$ cat config.mk
export PLATFORM = sky130hd
export DESIGN_NAME = hack_cpu_core_flat
export DESIGN_NICKNAME = d
export VERILOG_FILES = /design/src/rtl/hack_pkg.sv /design/src/rtl/hack_cpu_core_if.sv /design/src/rtl/hack_cpu_core_alu.sv /design/src/rtl/hack_cpu_core.sv /design/src/flat_wrapper.sv
export SDC_FILE = /design/constraint.sdc
export NUM_CORES = 1
export LEC_CHECK = 0
export CAP_MARGIN = 20
export CORE_ASPECT_RATIO = 0.5
export CORE_MARGIN = 1.5
export CORE_UTILIZATION = 25
export CTS_CLUSTER_SIZE = 8
export DETAILED_ROUTE_END_ITERATION = 10
export GPL_TIMING_DRIVEN = 1
export PLACE_DENSITY_LB_ADDON = 0.2
export SLEW_MARGIN = 15
export SYNTH_ARGS = -nofsm -noshare
export SYNTH_HDL_FRONTEND = slang
export SYNTH_SLANG_ARGS = --single-unit
$ cat constraint.sdc
create_clock -name clk -period 5.7 [get_ports clk]
set_input_delay 1.425 -clock clk [delete_from_list [all_inputs] [get_ports clk]]
set_output_delay 1.425 -clock clk [all_outputs]
set_load 0.01 [all_outputs]
$ cat src/rtl/hack_pkg.sv
// Shared FSM state, instruction field positions and PC width for the Hack CPU core.
package hack_pkg;

  localparam int unsigned PC_W = 15;

  typedef enum logic [1:0] {
    ST_FETCH  = 2'd0,
    ST_MREAD  = 2'd1,
    ST_EXEC   = 2'd2,
    ST_MWRITE = 2'd3
  } state_e;

  localparam int unsigned IR_CI      = 15;
  localparam int unsigned IR_A       = 12;
  localparam int unsigned IR_COMP_HI = 11;
  localparam int unsigned IR_COMP_LO = 6;
  localparam int unsigned IR_DA      = 5;
  localparam int unsigned IR_DD      = 4;
  localparam int unsigned IR_DM      = 3;
  localparam int unsigned IR_JLT     = 2;
  localparam int unsigned IR_JEQ     = 1;
  localparam int unsigned IR_JGT     = 0;

  function automatic logic [PC_W-1:0] pc_inc(input logic [PC_W-1:0] pc);
    return pc + PC_W'(1);
  endfunction

endpackage

$ cat src/rtl/hack_cpu_core_if.sv
// Instruction-ROM and data-RAM port bundle; ROM stalls via instr_valid, RAM via mem_ready.
interface hack_cpu_core_if;
  import hack_pkg::*;

  logic            instr_req;
  logic [PC_W-1:0] instr_addr;
  logic            instr_valid;
  logic [15:0]     instr_data;
  logic            mem_re;
  logic            mem_we;
  logic [PC_W-1:0] mem_addr;
  logic [15:0]     mem_wdata;
  logic [15:0]     mem_rdata;
  logic            mem_ready;

  modport master (
    output instr_req, instr_addr, mem_re, mem_we, mem_addr, mem_wdata,
    input  instr_valid, instr_data, mem_rdata, mem_ready
  );

  modport slave (
    input  instr_req, instr_addr, mem_re, mem_we, mem_addr, mem_wdata,
    output instr_valid, instr_data, mem_rdata, mem_ready
  );

endinterface

$ cat src/rtl/hack_cpu_core_alu.sv
// Hack ALU: combinational, zero latency, no backpressure.
module alu (
  input  logic [15:0] x,
  input  logic [15:0] y,
  input  logic        zx,
  input  logic        nx,
  input  logic        zy,
  input  logic        ny,
  input  logic        f,
  input  logic        no,
  output logic [15:0] out,
  output logic        zr,
  output logic        ng
);

  logic [15:0] x0, x1, y0, y1, r;

  assign x0  = zx ? 16'h0000 : x;
  assign x1  = nx ? ~x0 : x0;
  assign y0  = zy ? 16'h0000 : y;
  assign y1  = ny ? ~y0 : y0;
  assign r   = f ? (x1 + y1) : (x1 & y1);
  assign out = no ? ~r : r;
  assign zr  = (out == 16'h0000);
  assign ng  = out[15];

endmodule

$ cat src/rtl/hack_cpu_core.sv
// Multi-cycle Hack CPU: 2 cycles per instruction, +1 per M read/write, +1 per ROM/RAM stall cycle.
// Optional HACK_CPU_PERF_EN adds the 32-bit `retired` instruction counter port.
module hack_cpu_core
  import hack_pkg::*;
#(
  parameter logic [PC_W-1:0] RESET_PC = '0
) (
  input  logic            clk,
  input  logic            rst_n,
  hack_cpu_core_if.master bus
`ifdef HACK_CPU_PERF_EN
  ,
  output logic [31:0]     retired
`endif
);

  state_e          state_q, state_d;
  logic [PC_W-1:0] pc_q, pc_d;
  logic [15:0]     a_q, a_d;
  logic [15:0]     d_q, d_d;
  logic [15:0]     ir_q, ir_d;
  logic [15:0]     m_q, m_d;
  logic [PC_W-1:0] maddr_q, maddr_d;
  logic [15:0]     wdata_q, wdata_d;

  logic [5:0]  comp;
  logic [15:0] alu_y, alu_out;
  logic [1:0]  unused_flags;
  logic        is_c, wr_m, neg, zero, taken, retire;

  assign is_c  = ir_q[IR_CI];
  assign wr_m  = is_c & ir_q[IR_DM];
  assign comp  = ir_q[IR_COMP_HI:IR_COMP_LO];
  assign alu_y = ir_q[IR_A] ? m_q : a_q;

  alu u_alu (
    .x  (d_q),
    .y  (alu_y),
    .zx (comp[5]),
    .nx (comp[4]),
    .zy (comp[3]),
    .ny (comp[2]),
    .f  (comp[1]),
    .no (comp[0]),
    .out(alu_out),
    .zr (unused_flags[0]),
    .ng (unused_flags[1])
  );

  assign neg   = alu_out[15];
  assign zero  = (alu_out == 16'h0000);
  assign taken = (ir_q[IR_JLT] & neg) | (ir_q[IR_JEQ] & zero) | (ir_q[IR_JGT] & ~neg & ~zero);
  assign retire = ((state_q == ST_EXEC) && !wr_m) || ((state_q == ST_MWRITE) && bus.mem_ready);

  always_ff @(posedge clk) begin
    if (!rst_n) begin
      state_q <= ST_FETCH;
    end else begin
      state_q <= state_d;
    end
  end

  always_comb begin
    state_d = state_q;
    case (state_q)
      ST_FETCH: begin
        if (bus.instr_valid) begin
          state_d = (bus.instr_data[IR_CI] & bus.instr_data[IR_A]) ? ST_MREAD : ST_EXEC;
        end
      end
      ST_MREAD:  if (bus.mem_ready) state_d = ST_EXEC;
      ST_EXEC:   state_d = wr_m ? ST_MWRITE : ST_FETCH;
      ST_MWRITE: if (bus.mem_ready) state_d = ST_FETCH;
      default:   state_d = ST_FETCH;
    endcase
  end

  // Fetch is masked during reset so no request escapes before state is known.
  always_comb begin
    bus.instr_req  = 1'b0;
    bus.mem_re     = 1'b0;
    bus.mem_we     = 1'b0;
    bus.instr_addr = pc_q;
    bus.mem_addr   = maddr_q;
    bus.mem_wdata  = wdata_q;
    case (state_q)
      ST_FETCH: bus.instr_req = rst_n;
      ST_MREAD: begin
        bus.mem_re   = 1'b1;
        bus.mem_addr = a_q[PC_W-1:0];
      end
      ST_MWRITE: bus.mem_we = 1'b1;
      default: ;
    endcase
  end

  always_comb begin
    pc_d    = pc_q;
    a_d     = a_q;
    d_d     = d_q;
    ir_d    = ir_q;
    m_d     = m_q;
    maddr_d = maddr_q;
    wdata_d = wdata_q;
    case (state_q)
      ST_FETCH: if (bus.instr_valid) ir_d = bus.instr_data;
      ST_MREAD: if (bus.mem_ready) m_d = bus.mem_rdata;
      ST_EXEC: begin
        if (!is_c) begin
          a_d  = {1'b0, ir_q[PC_W-1:0]};
          pc_d = pc_inc(pc_q);
        end else begin
          if (ir_q[IR_DA]) a_d = alu_out;
          if (ir_q[IR_DD]) d_d = alu_out;
          // Write address and jump target both use A as it was before this instruction.
          if (ir_q[IR_DM]) begin
            maddr_d = a_q[PC_W-1:0];
            wdata_d = alu_out;
          end
          pc_d = taken ? a_q[PC_W-1:0] : pc_inc(pc_q);
        end
      end
      default: ;
    endcase
  end

  always_ff @(posedge clk) begin
    if (!rst_n) begin
      pc_q    <= RESET_PC;
      a_q     <= '0;
      d_q     <= '0;
      ir_q    <= '0;
      m_q     <= '0;
      maddr_q <= '0;
      wdata_q <= '0;
    end else begin
      pc_q    <= pc_d;
      a_q     <= a_d;
      d_q     <= d_d;
      ir_q    <= ir_d;
      m_q     <= m_d;
      maddr_q <= maddr_d;
      wdata_q <= wdata_d;
    end
  end

`ifdef HACK_CPU_PERF_EN
  logic [31:0] retired_q;

  always_ff @(posedge clk) begin
    if (!rst_n) begin
      retired_q <= '0;
    end else if (retire) begin
      retired_q <= retired_q + 32'd1;
    end
  end

  assign retired = retired_q;
`else
  logic unused_retire;
  assign unused_retire = retire;
`endif

endmodule
$ cat src/flat_wrapper.sv
// flat-port wrapper written by rule: the top's interface ports become plain ports
module hack_cpu_core_flat import hack_pkg::*;
#(
  parameter logic [PC_W-1:0] RESET_PC = '0
)
  (clk, rst_n, bus_instr_req, bus_instr_addr, bus_mem_re, bus_mem_we, bus_mem_addr, bus_mem_wdata, bus_instr_valid, bus_instr_data, bus_mem_rdata, bus_mem_ready);
  hack_cpu_core_if bus_i ();
  input  logic clk;
  input  logic rst_n;
  output wire logic [$bits(bus_i.instr_req)-1:0] bus_instr_req;
  output wire logic [$bits(bus_i.instr_addr)-1:0] bus_instr_addr;
  output wire logic [$bits(bus_i.mem_re)-1:0] bus_mem_re;
  output wire logic [$bits(bus_i.mem_we)-1:0] bus_mem_we;
  output wire logic [$bits(bus_i.mem_addr)-1:0] bus_mem_addr;
  output wire logic [$bits(bus_i.mem_wdata)-1:0] bus_mem_wdata;
  input wire logic [$bits(bus_i.instr_valid)-1:0] bus_instr_valid;
  input wire logic [$bits(bus_i.instr_data)-1:0] bus_instr_data;
  input wire logic [$bits(bus_i.mem_rdata)-1:0] bus_mem_rdata;
  input wire logic [$bits(bus_i.mem_ready)-1:0] bus_mem_ready;
  assign bus_instr_req = bus_i.instr_req;
  assign bus_instr_addr = bus_i.instr_addr;
  assign bus_mem_re = bus_i.mem_re;
  assign bus_mem_we = bus_i.mem_we;
  assign bus_mem_addr = bus_i.mem_addr;
  assign bus_mem_wdata = bus_i.mem_wdata;
  assign bus_i.instr_valid = bus_instr_valid;
  assign bus_i.instr_data = bus_instr_data;
  assign bus_i.mem_rdata = bus_mem_rdata;
  assign bus_i.mem_ready = bus_mem_ready;
  hack_cpu_core #(.RESET_PC(RESET_PC)) u_core (.clk(clk), .rst_n(rst_n), .bus(bus_i));
endmodule
# ---- Yosys cells after proc, flatten, opt, wreduce, memory -nomap -nowiden
# Index checks and enable logic that the tools add are counted.
dict set report op_classes {
  bitwise_logic 14
  mux 21
  reduce_logical 8
  add_sub_neg 2
  n_eq_ne 7
}
# op n
set op_table {}
lappend op_table {{$mux 16} 9}
lappend op_table {{$not 16->16} 3}
lappend op_table {{$mux 15} 3}
lappend op_table {{$add 16x16->16} 1}
lappend op_table {{$and 16x16->16} 1}
lappend op_table {{$logic_not 16->1} 1}
lappend op_table {{$add 15x1->15 const B} 1}
lappend op_table {{$mux 2} 5}
lappend op_table {{$reduce_and 3->1} 3}
lappend op_table {{$ne 2x2->1 const B} 4}
lappend op_table {{$pmux 2 s4} 1}
lappend op_table {{$and 1x1->1} 6}
lappend op_table {{$reduce_and 2->1} 3}
lappend op_table {{$eq 2x2->1 const B} 2}
lappend op_table {{$mux 1} 3}
lappend op_table {{$eq 2x1->1 const B} 1}
lappend op_table {{$logic_not 2->1} 1}
lappend op_table {{$not 1->1} 2}
lappend op_table {{$or 1x1->1} 2}
dict set report word_totals {
  reg_bits 112
  in_bits 36
  elab_cells 60
}

# ---- Depth between registers and ports, before layout
# Gate-level depths: netlist of the first run.
dict set report depth {
  depth_word 14
  depth_mapped 19
}

# ---- By module
# Synthesis of the first run repeated with hierarchy kept, for this count alone.
dict set report hier_totals {
  hier_cells 915
  area_unflattened_um2 6892.9
}
# module area_per_inst_um2 n_inst seq_area_each_um2 cells_each
set modules_own_cells {}
lappend modules_own_cells {hack_cpu_core 4986.0 1 2242.2 648}
lappend modules_own_cells {alu 1906.8 1 0.0 267}

# ---- Worst setup path before layout of the first run
# Ideal clock, no wire load.
dict set report synth_timing {
  path_type {register -> register}
  from {register u_core.ir_q[12]}
  to {register u_core.pc_q[11], in the netlist u_core.bus.instr_addr[11]}
  setup_ps 74
  required_time_ps 5626
  path_buffers 4
  period_less_slack_ps 4886
  path_stages_with_launch 19
  t_arrival_ps 4812
  slack_ps 814
  cell_sequence {dfxtp_1 clkbuf_1 clkbuf_1 mux2i_1 nor2_1 xor2_1 ha_1 a21oi_2 o21ai_1 or3_1 and4_1 or3_1 or4b_1 or4_1 a31oi_1 buf_4 buf_6 nand3_1 a31oi_1}
}
dict set report synth_via {
  elab_chain_cells 14
  elab_cells_between_ends 20
  classes_between {add/sub (1); mux (7); bitwise (11); reduce/logical (1)}
}
# item line
set synth_rtl {}
lappend synth_rtl {{from (decl)} hack_cpu_core.sv:21} ;# logic [15:0] ir_q, ir_d;
lappend synth_rtl {{from (signal assigned)} hack_cpu_core.sv:140} ;# ir_q <= ir_d;
lappend synth_rtl {{$mux 16 *} hack_cpu_core.sv:34} ;# assign alu_y = ir_q[IR_A] ? m_q : a_q;
lappend synth_rtl {{$mux 16 *} hack_cpu_core_alu.sv:20} ;# assign y0 = zy ? 16'h0000 : y;
lappend synth_rtl {{$not 16->16} hack_cpu_core_alu.sv:21} ;# assign y1 = ny ? ~y0 : y0;
lappend synth_rtl {{$mux 16 *} hack_cpu_core_alu.sv:21}
lappend synth_rtl {{$add 16x16->16 or $and 16x16->16 (tied branches)} hack_cpu_core_alu.sv:22} ;# assign r = f ? (x1 + y1) : (x1 & y1);
lappend synth_rtl {{$mux 16 *} hack_cpu_core_alu.sv:22}
lappend synth_rtl {{$not 16->16} hack_cpu_core_alu.sv:23} ;# assign out = no ? ~r : r;
lappend synth_rtl {{$mux 16 *} hack_cpu_core_alu.sv:23}
lappend synth_rtl {{$logic_not 16->1 or $not 1->1 (tied branches)} {hack_cpu_core.sv:51, hack_cpu_core.sv:52}}
lappend synth_rtl {{$and 1x1->1 or $not 1->1 (tied branches)} hack_cpu_core.sv:52} ;# assign taken = (ir_q[IR_JLT] & neg) | (ir_q[IR_JEQ] & zero) | (ir_q[IR_JGT] & ~neg & ~zero);
lappend synth_rtl {{$or 1x1->1 or $and 1x1->1 (tied branches)} hack_cpu_core.sv:52}
lappend synth_rtl {{$or 1x1->1 *} hack_cpu_core.sv:52}
lappend synth_rtl {{$mux 15 *} hack_cpu_core.sv:120} ;# pc_d = taken ? a_q[PC_W-1:0] : pc_inc(pc_q);
lappend synth_rtl {{$mux 15 *} hack_cpu_core.sv:109} ;# if (!is_c) begin
lappend synth_rtl {{to (signal assigned)} hack_cpu_core.sv:137} ;# pc_q <= pc_d;
lappend synth_rtl {{to (decl)} hack_cpu_core.sv:18} ;# logic [PC_W-1:0] pc_q, pc_d;
# Every way passes the cells marked *; elsewhere a longest branch is shown, timed or not.
# A chain may end at the register's enable or synchronous reset.

# ---- Worst setup path after layout of the first run
dict set report layout_timing {
  from {register u_core.ir_q[12]}
  to {register u_core.pc_q[1], in the netlist u_core.bus.instr_addr[1]}
}
# The elaborated chain is that of the path after synthesis.

==> results.yml, run 1 <==
synthesis:
  postSynthNetCount: 978
  ys_ff_latch: 112
  yosys.area.top_type_share: 0.328
  syn-cell-area_sq_mm: 0.00684
  syn_area_per_cell_sq_um: 7.40
  synth_top_area_cell: "dfxtp_1"
  yosys_most_used_dff: "dfxtp_1"
  synth.top_cells.by_count: "nand2_1 (190), dfxtp_1 (112), a21oi_1 (104)"
  syn_inst: 924
  synthTopCellsByArea: "dfxtp_1 (33%), nand2_1 (10%), a21oi_1 (7.6%)"
  synth_edf_count: 0
  async_flop_share: 0
  yosysMostFrequentCell: "nand2_1"
  yosys_warnings: 0
  synth.distinct_cells: 64
  ys_seq_area_frac: 0.328
detailed_routing:
  drt-initial-drc-count: 478
  routedWlPerCell_um: 16.8
  vias: 6592
  post-route-drc-count: 0
  avgViaCountPerCell: 4.97
  dr.pass1.iters: 5
  drt-total-wl_um: 22300
  ant_nets: 0
power:
  swShare: 0.321
  p_sw_uw: 605
  combPwrFrac: 0.225
  power_frac_clock: 0.325
  pwr-share-seq: 0.450
  power.leakage_uw: 0.00289
  power.internal_uw: 1280
  ir_worst_vdd_v: 0.000108
  fin_total_pwr_uw: 1880
  p_per_area_mw_per_mm2: 228
floorplan:
  fp.dieArea_sq_mm: 0.0284
  design.portCount: 85
  initial_utilization: 0.257
  coreArea_sq_mm: 0.0266
  die_w_um: 237
  fp-row-count: 42
  die_h_um: 120
outcome:
  outcome: "completed"
sta:
  worst-slew-pin-transition_ns: 0.985
  drv_slew: 0
  skew_ns: 0.0145
  period_minus_slack_ns: 5.10
  timing.fmax_ghz: 0.196
  hold_violations: 0
  tns_ns: 0
  slew_headroom: 0.342
  grt_setup_unrepaired: "no"
  period_share: 0.895
  finalSetupViolCount: 0
grt:
  track_usage: 0.158
  grt_max_degree: 79
  grt_pass1_vias: 5979
  grt_pass1_wl_um: 35000
  grt_use_met3: 0.0216
  use_met2: 0.235
  grt_busiest_layer: "met1"
  antenna_found_initial: 0
  use_met1: 0.237
  overflow: 0
clock_network:
  cts_num_sinks: 112
  ctsResizeCount: 0
  clkSlewWorstSetupHoldPaths_ns: 0.08
  numCtsBuffers: 9
  root_buffer: "clkbuf_16"
  cts_buffer_depth: 2
  cts_tree: "yes"
  clock_latency_ns: 0.36
  cts_hold_buf: 0
  htree_levels: 3
  cts_setup_buffers: 0
final_layout:
  n_antenna_cell: 0
  area_growth_pct: 20.9
  drive_gt1_frac: 0.0636
  finalNetCount: 1025
place:
  io_buffers: 84
  place_congestion: 0.866
  hpwl_um: 16400
min_path:
  worstHoldStart: "u_core.maddr_q[1]$_SDFFE_PN0P_"
  hp-class: "register to register"
setup_path:
  endpoint_kind: "register"
  path_class: "register to register"
  cp-start-kind: "register"
  r2r_start: "u_core.ir_q[12]$_SDFFE_PN0P_"
  worstPathRequired_ns: 5.94
  cp_max_fo: 29
  critPathLaunch: "u_core.ir_q[12]$_SDFFE_PN0P_"
  arrival_ns: 5.34
run:
  cap_violations: 0
-- worst max-delay path: stages, from the launching register on --
cell and delay, ns:
dfxtp_1 0.38, buf_4 0.30, mux2i_1 0.25, nor2_1 0.07, xor2_1 0.16, ha_1 0.32
a211oi_2 0.38, nor2_1 0.13, a21boi_0 0.14, or4_1 0.65, nor4_1 0.33, or4b_1 0.52
or4_1 0.50, a31oi_2 0.20, buf_4 0.34, mux2i_1 0.22, a21oi_1 0.08
-- sequential cells by signal, indices dropped and copies added, names as in the netlist --
signal                 count
u_core.m_q                16
u_core.bus.mem_wdata      16
u_core.d_q                16
u_core.state_q             2
u_core.a_q                16
u_core.bus.instr_addr     15
u_core.ir_q               16
u_core.maddr_q            15
-- placed cells by master, fill, tap and decap left out, types with 17 or more instances in the layout --
master           count
buf_4               18
mux2i_1             29
o21ai_0             17
dfxtp_1            112
xnor2_1             23
ha_1                17
nand2_1            190
nor2_1              95
clkdlybuf4s50_1     84
a21oi_1            103
nand2b_1            32
nand3_1             29
a21o_1              17
-- cells by family after synthesis --
kind of cell | share of synthesized area
muxes | 0.0688
AOI/OAI and AO/OA | 0.196
adders and majority gates | 0.0340
buffers and inverters | 0.0463
and+or+nand+nor | 0.277
DFF | 0.328
xor gates and xnor gates | 0.0500
-- worst paths after layout --
kind | end | slack (ns) | depth (start not counted)
max | u_core.bus.instr_addr[1]$_SDFFE_PN0P_ | 0.60 | 16
min | u_core.maddr_q[1]$_SDFFE_PN0P_ | 0.45 | 2
max reg2reg | u_core.bus.instr_addr[1]$_SDFFE_PN0P_ | 0.60 | 16
min reg2reg | u_core.maddr_q[1]$_SDFFE_PN0P_ | 0.45 | 2
-- power by group through the flow --
| stage | Sequential (uW) | Combinational, uW | Clock [uW] |
|---|---|---|---|
| 2_1_floorplan | 843 | 284 | 0 |
| 3_3_place_gp | 866 | 419 | 0 |
| 3_5_place_dp | 866 | 421 | 0 |
| 4_1_cts | 848 | 423 | 628 |
| 5_1_grt | 853 | 465 | 662 |
| 6_report | 848 | 423 | 612 |
-- metrics by stage --
| step | setup WS (ns) | cell area (sq um) | utilization | hold slack [ns] | cells |
|---|---|---|---|---|---|
| final | 0.599 | 8260 | 0.310 | 0.454 | 1327 |
| after global routing | 0.301 | 8260 | 0.310 | 0.474 | 1327 |
| after CTS | 0.629 | 8260 | 0.310 | 0.456 | 1327 |
| after detailed placement | 0.664 | 7990 | 0.300 | 0.445 | 1312 |
| after global placement | 0.684 | 7990 | 0.300 | 0.441 | 1312 |
| after floorplan | 0.814 | 6840 | - | 0.434 | 924 |
-- final cells by class --
cell class / instances / area [sq um]
Timing Repair Buffer: 102 / 976
Multi-Input combinational cell: 734 / 4290
Clock buffer: 12 / 246
Inverter: 12 / 46.3
Fill cell: 2835 / 18400
Sequential cell: 112 / 2240
Tap cell: 352 / 440
Clock inverter: 3 / 26.3
-- layer usage --
| layer | vias up | routed length [um] |
|---|---|---|
| li1 | 3287 | - |
| met1 | 3151 | 11500 |
| met2 | 129 | 9650 |
| met3 | 25 | 879 |
| met4 | 0 | 327 |
| met5 | - | 0 |
Note: power is estimated with default switching activity, not from simulation.
==> inputs of run 2 (changes only) <==
==> constraint.sdc (replaced) <==
create_clock -name clk -period 5.7 [get_ports clk]
set_input_delay 1.425 -clock clk [delete_from_list [all_inputs] [get_ports clk]]
set_output_delay 1.425 -clock clk [all_outputs]
set_load 0.005 [all_outputs]
==> results of run 2 <==
The final DEF is identical to that of run 1. Status: completed.
==> inputs of run 3 (changes only) <==
--- a/config.mk
+++ b/config.mk
@@ -6,7 +6,7 @@
 export NUM_CORES = 1
 export LEC_CHECK = 0
 export CAP_MARGIN = 20
-export CORE_ASPECT_RATIO = 0.5
+export CORE_ASPECT_RATIO = 2
 export CORE_MARGIN = 1.5
 export CORE_UTILIZATION = 25
 export CTS_CLUSTER_SIZE = 8
==> results.yml, run 3 (same netlist as run 1, synthesis figures left out) <==
outcome:
  outcome: "completed"
setup_path:
  path_cells: "buf_4 > mux2i_1 > nor2_1 > xor2_1 > ha_1 > o211ai_2 > o211ai_2 > a211oi_1 > or4b_4 > nor4_1 > or4b_1 > or4_1 > a31oi_2 > buf_4 > mux2i_1 > a21oi_1"
  cp-start-kind: "register"
  worstPathRequired_ns: 5.97
  arrival_ns: 5.18
  critPathTopFamily: "simple AND/OR/NAND/NOR gates"
  crit_path_max_incr_delay_ns: 0.59
  path_class: "register to register"
  cp_max_fo: 29
  crit_slowest_cell: "or4b_4"
  endpoint_kind: "register"
  worst-path-buf-inv: 2
clock_network:
  cts_buffer_depth: 2
  cts_hold_buf: 0
  cts_num_sinks: 112
  cts_setup_buffers: 0
  htree_levels: 3
  clock_latency_ns: 0.38
  clkSlewWorstSetupHoldPaths_ns: 0.08
  ctsResizeCount: 0
  cts_tree: "yes"
  numCtsBuffers: 9
  root_buffer: "clkbuf_16"
final_layout:
  nFillCells: 2886
  area_growth_pct: 22.4
  final_core_util: 0.311
  n_antenna_cell: 0
  drive_gt1_frac: 0.0780
  final_common_cell: "nand2_1"
  finalNetCount: 1036
  final_cell_mix: "nand2_1 (190), dfxtp_1 (112), a21oi_1 (103)"
detailed_routing:
  post-route-drc-count: 0
  vias: 6629
  drt-initial-drc-count: 453
  drt-total-wl_um: 26500
  routedWlPerCell_um: 19.8
  avgViaCountPerCell: 4.97
  ant_nets: 0
  dr.pass1.iters: 5
floorplan:
  fp.dieArea_sq_mm: 0.0284
  die_h_um: 237
  initial_utilization: 0.254
  design.portCount: 85
  coreArea_sq_mm: 0.0269
  fp-row-count: 85
  die_w_um: 120
grt:
  overflow: 0
  grt_pass1_wl_um: 39500
  antenna_found_initial: 0
  grt_max_degree: 66
  track_usage: 0.188
  grt_pass1_vias: 6513
sta:
  grt_setup_unrepaired: "no"
  timing.fmax_ghz: 0.203
  period_share: 0.863
  finalSetupViolCount: 0
  skew_ns: 0.0152
  drv_slew: 0
  period_minus_slack_ns: 4.92
  slew_headroom: 0.388
  worst-slew-pin-transition_ns: 0.915
  hold_violations: 0
  tns_ns: 0
power:
  power.internal_uw: 1290
  combPwrFrac: 0.233
  p_per_area_mw_per_mm2: 233
  p_sw_uw: 657
  ir_worst_vdd_v: 0.000149
  swShare: 0.337
  pwr-share-seq: 0.432
  power_frac_clock: 0.335
  power.leakage_uw: 0.00296
place:
  io_buffers: 84
  place_congestion: 0.928
  hpwl_um: 20500
min_path:
  hp-class: "register to register"
run:
  cap_violations: 0
[run 3: cell types whose count changed in the layout (fill, tap and decap cells not counted), sizes merged]
cell	change
buf	+11
clkinv	+3
clkbuf	-2
clkinvlp	-2
inv	+2
[run 3: final timing paths]
kind,startpoint,cells after the start,slack (ns),end
worst min register to register,u_core.maddr_q[2]$_SDFFE_PN0P_,2,0.45,u_core.maddr_q[2]$_SDFFE_PN0P_
worst min-delay path,u_core.maddr_q[2]$_SDFFE_PN0P_,2,0.45,u_core.maddr_q[2]$_SDFFE_PN0P_
worst max register to register,u_core.ir_q[12]$_SDFFE_PN0P_,16,0.78,u_core.bus.instr_addr[1]$_SDFFE_PN0P_
worst max-delay path,u_core.ir_q[12]$_SDFFE_PN0P_,16,0.78,u_core.bus.instr_addr[1]$_SDFFE_PN0P_
[run 3: final cells by class]
class | count | area [sq um] | share of cell area
repair buffers | 113 | 1070 | 0.127
inverters | 12 | 46.3 | 0.00553
flip-flops and latches | 112 | 2240 | 0.268
clock buffers | 10 | 239 | 0.0286
multi-input cells | 734 | 4290 | 0.512
well taps | 348 | 435 | 0.0520
clock inverters | 6 | 51.3 | 0.00613
[run 3: power groups by stage]
stage	combinational, uW	sequential (uW)	clock (uW)
after global placement	453	861	0
final	454	842	654
after global routing	491	845	701
after detailed placement	453	860	0
after floorplan	283	842	0
after CTS	454	842	679
[run 3: tightest hold or removal path: cells and delay by family (launching register included)]
family | cells | cell delay (ns)
simple gates | 1 | 0.05
flops | 1 | 0.31
compound gates | 1 | 0.05
[run 3: layer usage]
layer / part of all wire / track usage / up-vias
met5: 0 / 0 / -
met2: 0.57 / 0.372 / 144
met4: 0.062 / 0.120 / 0
met1: 0.35 / 0.179 / 3123
li1: - / - / 3312
met3: 0.024 / 0.0185 / 50
[run 3: through the flow]
step	std cells	setup WS [ns]	cell area, sq um	total power, uW	hold WS [ns]
finish	1335	0.782	8370	1950	0.452
global route	1335	0.551	8370	2040	0.479
CTS	1335	0.798	8370	1980	0.454
detailed placement	1319	0.801	8080	1310	0.444
global placement	1318	0.829	8060	1310	0.439
floorplan	924	0.814	6840	1120	0.434
